`config.mk`:
```
export PLATFORM = sky130hd
export DESIGN_NAME = uart_tx
export DESIGN_NICKNAME = d
export VERILOG_FILES = /design/src/rtl/uart_tx_pkg.sv /design/src/rtl/uart_tx_baud.sv /design/src/rtl/uart_tx.sv
export SDC_FILE = /design/constraint.sdc
export NUM_CORES = 1
export LEC_CHECK = 0
export ABC_AREA = 1
export BUFFER_PORTS_ARGS = -buffer_cell sky130_fd_sc_hd__buf_2
export CAP_MARGIN = 20
export CORE_ASPECT_RATIO = 0.6
export CORE_MARGIN = 3
export CORE_UTILIZATION = 57
export CTS_BUF_LIST = sky130_fd_sc_hd__clkbuf_16
export DETAILED_ROUTE_END_ITERATION = 10
export PLACE_DENSITY_LB_ADDON = 0.08
export SLEW_MARGIN = 20
export SYNTH_ARGS = -nofsm -noshare
export SYNTH_HDL_FRONTEND = slang
export SYNTH_SLANG_ARGS = --single-unit
```
`constraint.sdc`:
```
create_clock -name clock_i -period 2.2 [get_ports clock_i]
set_input_delay 0.33 -clock clock_i [delete_from_list [all_inputs] [get_ports clock_i]]
set_output_delay 0.33 -clock clock_i [all_outputs]
set_load 0.05 [all_outputs]
```
`src/rtl/uart_tx_pkg.sv`:
```
// Shared constants for the sequencer-driven UART transmitter: opcodes, FSM encoding, status bits.
// The Parity state exists only when UART_TX_PARITY_EN is defined.
package uart_tx_pkg;

  localparam logic [3:0] OpNop    = 4'h0;
  localparam logic [3:0] OpSend   = 4'h1;
  localparam logic [3:0] OpClrErr = 4'h2;

  localparam int unsigned StatusReadyBit = 0;
  localparam int unsigned StatusErrorBit = 1;

  typedef enum logic [2:0] {
    StIdle,
    StStart,
    StData,
`ifdef UART_TX_PARITY_EN
    StParity,
`endif
    StStop
  } state_e;

endpackage

```
`src/rtl/uart_tx_baud.sv`:
```
// Bit-period divider: counts clock cycles within one serial bit, restarted by clear_i.
// tick_o is high on the last cycle of each bit period.
module uart_tx_baud #(
  parameter int unsigned BaudDiv = 434
) (
  input  logic clock_i,
  input  logic reset_i,
  input  logic clear_i,
  output logic tick_o
);

  logic [15:0] cnt_q, cnt_d;

  assign tick_o = (cnt_q == 16'(BaudDiv - 1));

  always_comb begin
    cnt_d = cnt_q + 16'd1;
    if (clear_i || tick_o) begin
      cnt_d = '0;
    end
  end

  always_ff @(posedge clock_i or posedge reset_i) begin
    if (reset_i) begin
      cnt_q <= '0;
    end else begin
      cnt_q <= cnt_d;
    end
  end

endmodule

```
`src/rtl/uart_tx.sv`:
```
// UART transmitter controlled by 12-bit sequencer instructions (8N1, or 8E1 with UART_TX_PARITY_EN).
// status_o = {6'b0, error, ready}.
module uart_tx
  import uart_tx_pkg::*;
#(
  parameter int unsigned BaudDiv = 434
) (
  input  logic        clock_i,
  input  logic        reset_i,
  input  logic [11:0] inst_i,
  input  logic        inst_en_i,
  output logic        tx_o,
  output logic [7:0]  status_o
);

  state_e      state_q, state_d;
  logic [7:0]  shreg_q, shreg_d;
  logic [2:0]  bitcnt_q, bitcnt_d;
  logic        err_q, err_d;
  logic        tx_q, tx_d;
  logic        tick, baud_clr;
  logic [3:0]  opcode;
  logic [7:0]  imm;
`ifdef UART_TX_PARITY_EN
  logic        par_q, par_d;
`endif

  assign opcode = inst_i[11:8];
  assign imm    = inst_i[7:0];

  uart_tx_baud #(.BaudDiv(BaudDiv)) u_baud (
    .clock_i (clock_i),
    .reset_i (reset_i),
    .clear_i (baud_clr),
    .tick_o  (tick)
  );

  always_comb begin
    state_d  = state_q;
    shreg_d  = shreg_q;
    bitcnt_d = bitcnt_q;
`ifdef UART_TX_PARITY_EN
    par_d    = par_q;
`endif
    case (state_q)
      StIdle: begin
        if (inst_en_i && opcode == OpSend) begin
          shreg_d = imm;
`ifdef UART_TX_PARITY_EN
          par_d   = ^imm;
`endif
          state_d = StStart;
        end
      end
      StStart: if (tick) state_d = StData;
      StData: begin
        if (tick) begin
          shreg_d  = shreg_q >> 1;
          bitcnt_d = bitcnt_q + 3'd1;
          if (bitcnt_q == 3'd7) begin
`ifdef UART_TX_PARITY_EN
            state_d = StParity;
`else
            state_d = StStop;
`endif
          end
        end
      end
`ifdef UART_TX_PARITY_EN
      StParity: if (tick) state_d = StStop;
`endif
      StStop: if (tick) state_d = StIdle;
      default: state_d = StIdle;
    endcase

    // Register tx from the next state so the line changes together with the state
    case (state_d)
      StStart: tx_d = 1'b0;
      StData:  tx_d = shreg_d[0];
`ifdef UART_TX_PARITY_EN
      StParity: tx_d = par_q;
`endif
      default: tx_d = 1'b1;
    endcase

    baud_clr = (state_q == StIdle) || (state_d != state_q);

    err_d = err_q;
    if (inst_en_i) begin
      case (opcode)
        OpNop:    err_d = err_q;
        OpSend:   if (state_q != StIdle) err_d = 1'b1;
        OpClrErr: err_d = 1'b0;
        default:  err_d = 1'b1;
      endcase
    end
  end

  always_ff @(posedge clock_i or posedge reset_i) begin
    if (reset_i) begin
      state_q  <= StIdle;
      shreg_q  <= '0;
      bitcnt_q <= '0;
      err_q    <= 1'b0;
      tx_q     <= 1'b1;
`ifdef UART_TX_PARITY_EN
      par_q    <= 1'b0;
`endif
    end else begin
      state_q  <= state_d;
      shreg_q  <= shreg_d;
      bitcnt_q <= bitcnt_d;
      err_q    <= err_d;
      tx_q     <= tx_d;
`ifdef UART_TX_PARITY_EN
      par_q    <= par_d;
`endif
    end
  end

  assign tx_o = tx_q;

  always_comb begin
    status_o                 = 8'h00;
    status_o[StatusReadyBit] = (state_q == StIdle);
    status_o[StatusErrorBit] = err_q;
  end

endmodule

```
Yosys cells after proc, flatten, opt, wreduce, memory -nomap -nowiden. Cells that the tools add are included.

Bitwise operators: 1. Multiplexer cells: 13. Eq/ne operators: 13. Reduce and logical (&&, ||, !) cells: 10. Add/sub/neg operators: 2.

Operators with widths (number): $add A16 B1 Y16 const B (1); $eq A16 B9 Y1 const B (1); $mux W16 (1); $mux W8 (2); $pmux W8 S2 (1); $mux W3 (5); $pmux W3 S4 (1); $eq A3 B2 Y1 const B (3); $eq A3 B1 Y1 const B (2); $ne A2 B1 Y1 const B (3); $reduce_and A3 Y1 (2); $eq A4 B1 Y1 const B (1); $eq A4 B2 Y1 const B (1); $logic_not A4 Y1 (1); $add A3 B1 Y3 const B (1); $eq A3 B3 Y1 const B (1); $logic_not A3 Y1 (1); $ne A3 B3 Y1 (1); $pmux W1 S3 (1); $reduce_bool A3 Y1 (1); $logic_or A1 B1 Y1 (2); $pmux W1 S2 (1); $reduce_and A2 Y1 (1); $reduce_bool A2 Y1 (1); other kinds (3) (3).

Flip-flop bits (word level): 32. Bits of input ports: 15. Word-level logic and storage cells: 46.

Logic depth before layout (Yosys ltp).
Depth in word-level cells: 8. Mapped depth: 11. Gate-level depth less buffers: 11.

By module. From an unflattened synthesis, not the netlist that was laid out.

Cell total of the unflattened synthesis: 240. Area total of the unflattened synthesis: 1924.3 um^2.

Modules (own cells, without submodules): uart_tx_baud (area each 1016.0 um^2, sequential area each 400.4 um^2, cells each 127, instances 1); uart_tx (area each 908.4 um^2, sequential area each 401.6 um^2, cells each 113, instances 1).

Least setup slack after synthesis. No wires, ideal clock.

Kind: reg-to-reg. Start point: reg state_q[0]. End point: reg tx_q, in the netlist tx_o. Library setup time: 76 ps. Slack: 498 ps. Arrival time: 1625 ps. Stages on the path, launching flop included: 9. Path buffers: 0. Period minus slack after synthesis: 1702 ps. Cells stage by stage: dfrtp_1 > inv_2 > nand2_1 > nor2_2 > nand3b_4 > nand3_1 > nand3_2 > nand3_1 > nand2_1.

Elaborated cells between the ends (all ways): 14. Those cells by class: eq/ne: 5; mux: 8; reduce/logical: 1.

RTL lines: start, declared (line uart_tx.sv:16) `state_e state_q, state_d;`; start signal, assigned (line uart_tx.sv:101) `state_q <= StIdle;`; start signal, assigned (line uart_tx.sv:110) `state_q <= state_d;`; $logic_not A3 Y1; named net status_o[0] (line uart_tx.sv:13) `output logic [7:0] status_o`; $pmux W8 S2 (line uart_tx.sv:45) `case (state_q)`; named net shreg_d[0] (line uart_tx.sv:17) `logic [7:0] shreg_q, shreg_d;`; $pmux W1 S2 (line uart_tx.sv:77) `case (state_d)`; named net tx_d (line uart_tx.sv:20) `logic tx_q, tx_d;`; end signal, assigned (line uart_tx.sv:114) `tx_q <= tx_d;`; end, declared (line uart_tx.sv:20).

The timed path passes the listed nets, and every way through them passes these cells. A chain may end at the register's enable or synchronous reset.

Worst setup path after layout.
Start point: reg state_q[0]. End point: out status_o[0].

Cells in the longest elaborated chain, start to end: 1.

RTL lines: $logic_not A3 Y1 (line uart_tx.sv:125) `status_o[StatusReadyBit] = (state_q == StIdle);`; end, declared (line uart_tx.sv:13).

Every way passes these cells.

==> flow_summary.toml <==
[outcome]
outcome = "complete, no violations"

[power]
finalPower_mw = 1.533
power.density_nw_per_um2 = 724.8
ir_worst_vdd_mv = 0.5513
power.leakage_nw = 0.9977

[placed_design]
dp_hpwl_mm = 2.763
gp_congestion = 0.9349
placed_cell_area_um2 = 1952
port-buffer-count = 17

[synthesis]
synth.cell_area_um2 = 1859
syn_inst = 229
synth_area_leader_cell = "dfrtp_1"
synth.top_cell.area_share = 0.4172
ys_seq_area_frac = 0.4314
synth-seq-cells = 32
avgSynthCellArea_um2 = 8.119
synthTopCellsByArea = "dfrtp_1 (42%), nand2_1 (8.3%), nand3_1 (6.2%)"
synth.distinct_cells = 33
yosys_warnings = 0

[floorplanning]
coreArea_um2 = 2984
rows = 15
dieArea_um2 = 4006
die_y_um = 50.24
die_w_um = 79.73
pin_count = 24
initial_core_util = 0.6231

[cts]
clkSlewWorstSetupHoldPaths_ns = 0.05
numClockSinks = 32
postCtsHoldBufs = 0
cts-buffers-inserted = 5
cts_resized = 0
cts_tree = "done"
cts_root_buffer = "clkbuf_16"
clockBufferDepth = 2
h-tree-depth = 2
clock_latency_ns = 0.27
post_cts_buffers = 0

[critical_path]
worstSetupPathType = "flop to primary output"
r2r_slack_ns = 0.53
endpoint_kind = "primary output"
slowest_stage = "dfrtp_1"
worstPathRequired_ns = 1.87
worst-endpoint-arrival_ns = 1.50
cp_max_fo = 8
r2r_cells = 7
cp-start-kind = "flop"
r2r-end = "u_baud.cnt_q[13]"
timing.rr.start = "u_baud.cnt_q[1]"
crit_chain = "inv_2, nand2_1, nor2_2, buf_2"
max_stage_delay_ns = 0.43

[sta]
final.setup.tns_ns = 0
slew_headroom = 0.5100
hold_violations = 0
finalCritPeriodShare = 0.8334
tightestPinTransition_ns = 0.7329
clock_skew_ns = 0.003327
fmax_ghz = 0.5454
rsz0062_at_grt = "false"
drv_slew = 0
min_period_ns = 1.833
setup_viol = 0

[job]
max-cap-violations = 0

[layout]
area_growth_syn_to_layout_pct = 13.73
seqCellArea_um2 = 802.0
nFillCells = 242
antenna_cells = 0
multi_input_area_um2 = 884.6
finalNetCount = 270
stdcell_area_um2 = 2115
drive_gt1_frac = 0.1825

[route]
via_count = 1511
wl_mm = 3.587
ant_nets = 0
drc = 0
via_per_inst = 5.139
wl_per_cell_um = 12.20
drt_iter0_markers = 81
first_pass_iters = 4

[grt]
grt_pass1_vias = 1259
grt_max_degree = 33
grt-ovfl-total = 0
grt_first_pass_wirelength_mm = 6.016
antenna_found_initial = 0
grt.total_usage = 0.1973

[worst_hold_path]
worstHoldPathType = "primary input to asynchronous set/reset pin"
-- synthesized netlist by cell type (all sizes together) --
cell and number:
a31oi 1, xnor2 1, nor2 34, ha 4, a21oi 4, o21ai 3, inv 32, o211ai 4
dfrtp 31, dfstp 1, mux2 2, nand3 25, o221ai 3, nor3b 4, nand2 45, nor3 14
xor2 4, or2 1, nand3b 2, nand4 4, buf 9, conb 1
-- cells by family after synthesis --
family | after synthesis | synth area share
buf+inv | 41 | 0.1050
flops | 32 | 0.4314
compound gates | 15 | 0.05518
xor+xnor | 5 | 0.02355
mux | 2 | 0.01413
fa+ha+maj | 4 | 0.02692
simple gates | 129 | 0.3419
other cells | 1 | 0.002017
-- per-stage QoR --
stage	cells	worst slack [ns]	hold slack (ns)	util
final	294	0.3666	0.1252	0.7086
after global routing	294	0.2560	0.1566	0.7086
after CTS	294	0.3721	0.1371	0.7086
after detailed placement	286	0.5266	0.4326	0.6541
after global placement	286	0.5812	0.4265	0.6541
after floorplan	235	0.4983	0.4270	-
-- layer usage --
| metal | part of all wire | vias to the layer above | global-route usage |
|---|---|---|---|
| met5 | 0 | - | 0 |
| met4 | 0.0075 | 0 | 0.04213 |
| met3 | 0.092 | 5 | 0.06989 |
| met2 | 0.37 | 51 | 0.2438 |
| met1 | 0.53 | 678 | 0.3185 |
| li1 | - | 777 | - |
-- registers in the layout, summed over array words and instances (netlist names) --
register,cells
bitcnt_q,3
err_q,1
shreg_q,8
state_q,3
tx_o,1
u_baud.cnt_q,16
-- report_power, final --
group | switching, mW | internal, mW
Clock | 0.236 | 0.525
Combinational | 0.0863 | 0.0418
Sequential | 0.0156 | 0.627
Total | 0.338 | 1.19
-- cells in the final DEF, fill, tap and decap left out, types with 2 or more instances in the layout --
cell       instances
nor2_2             4
clkinv_1           2
ha_1               4
a21oi_1            4
nand2_1           41
nor3b_1            4
inv_1             29
conb_1             7
inv_2              3
o221ai_1           3
nor3_1            12
buf_2             17
nand3_1           23
nand4_1            4
xor2_1             4
nand2_2            4
nor2_1            29
clkbuf_16          5
o21ai_0            3
dfrtp_1           31
o211ai_1           3
nor3_2             2
-- worst max-delay path by stage --
stage                          startpoint                to  cells after the start
final                          state_q[0]       status_o[0]                      4
after global routing           state_q[0]       status_o[0]                      4
after CTS                      state_q[0]       status_o[0]                      4
after detailed placement  u_baud.cnt_q[1]  u_baud.cnt_q[13]                      7
after global placement    u_baud.cnt_q[0]   u_baud.cnt_q[5]                      6
after floorplan                state_q[0]              tx_o                      8
-- cell type report --
type | instances | share of cell area
Tap cell | 42 | 0.02485
Clock buffer | 5 | 0.05917
Multi-Input combinational cell | 162 | 0.4183
Inverter | 32 | 0.05680
Timing Repair Buffer | 18 | 0.04379
Sequential cell | 32 | 0.3793
Clock inverter | 3 | 0.01775
-- critical path, delay by kind of cell (launching register included) --
kind                   cells  cell delay (ns)
buffers and inverters      2             0.40
DFF                        1             0.43
and+or+nand+nor            2             0.39
Note: power is estimated with default switching activity, not from simulation.
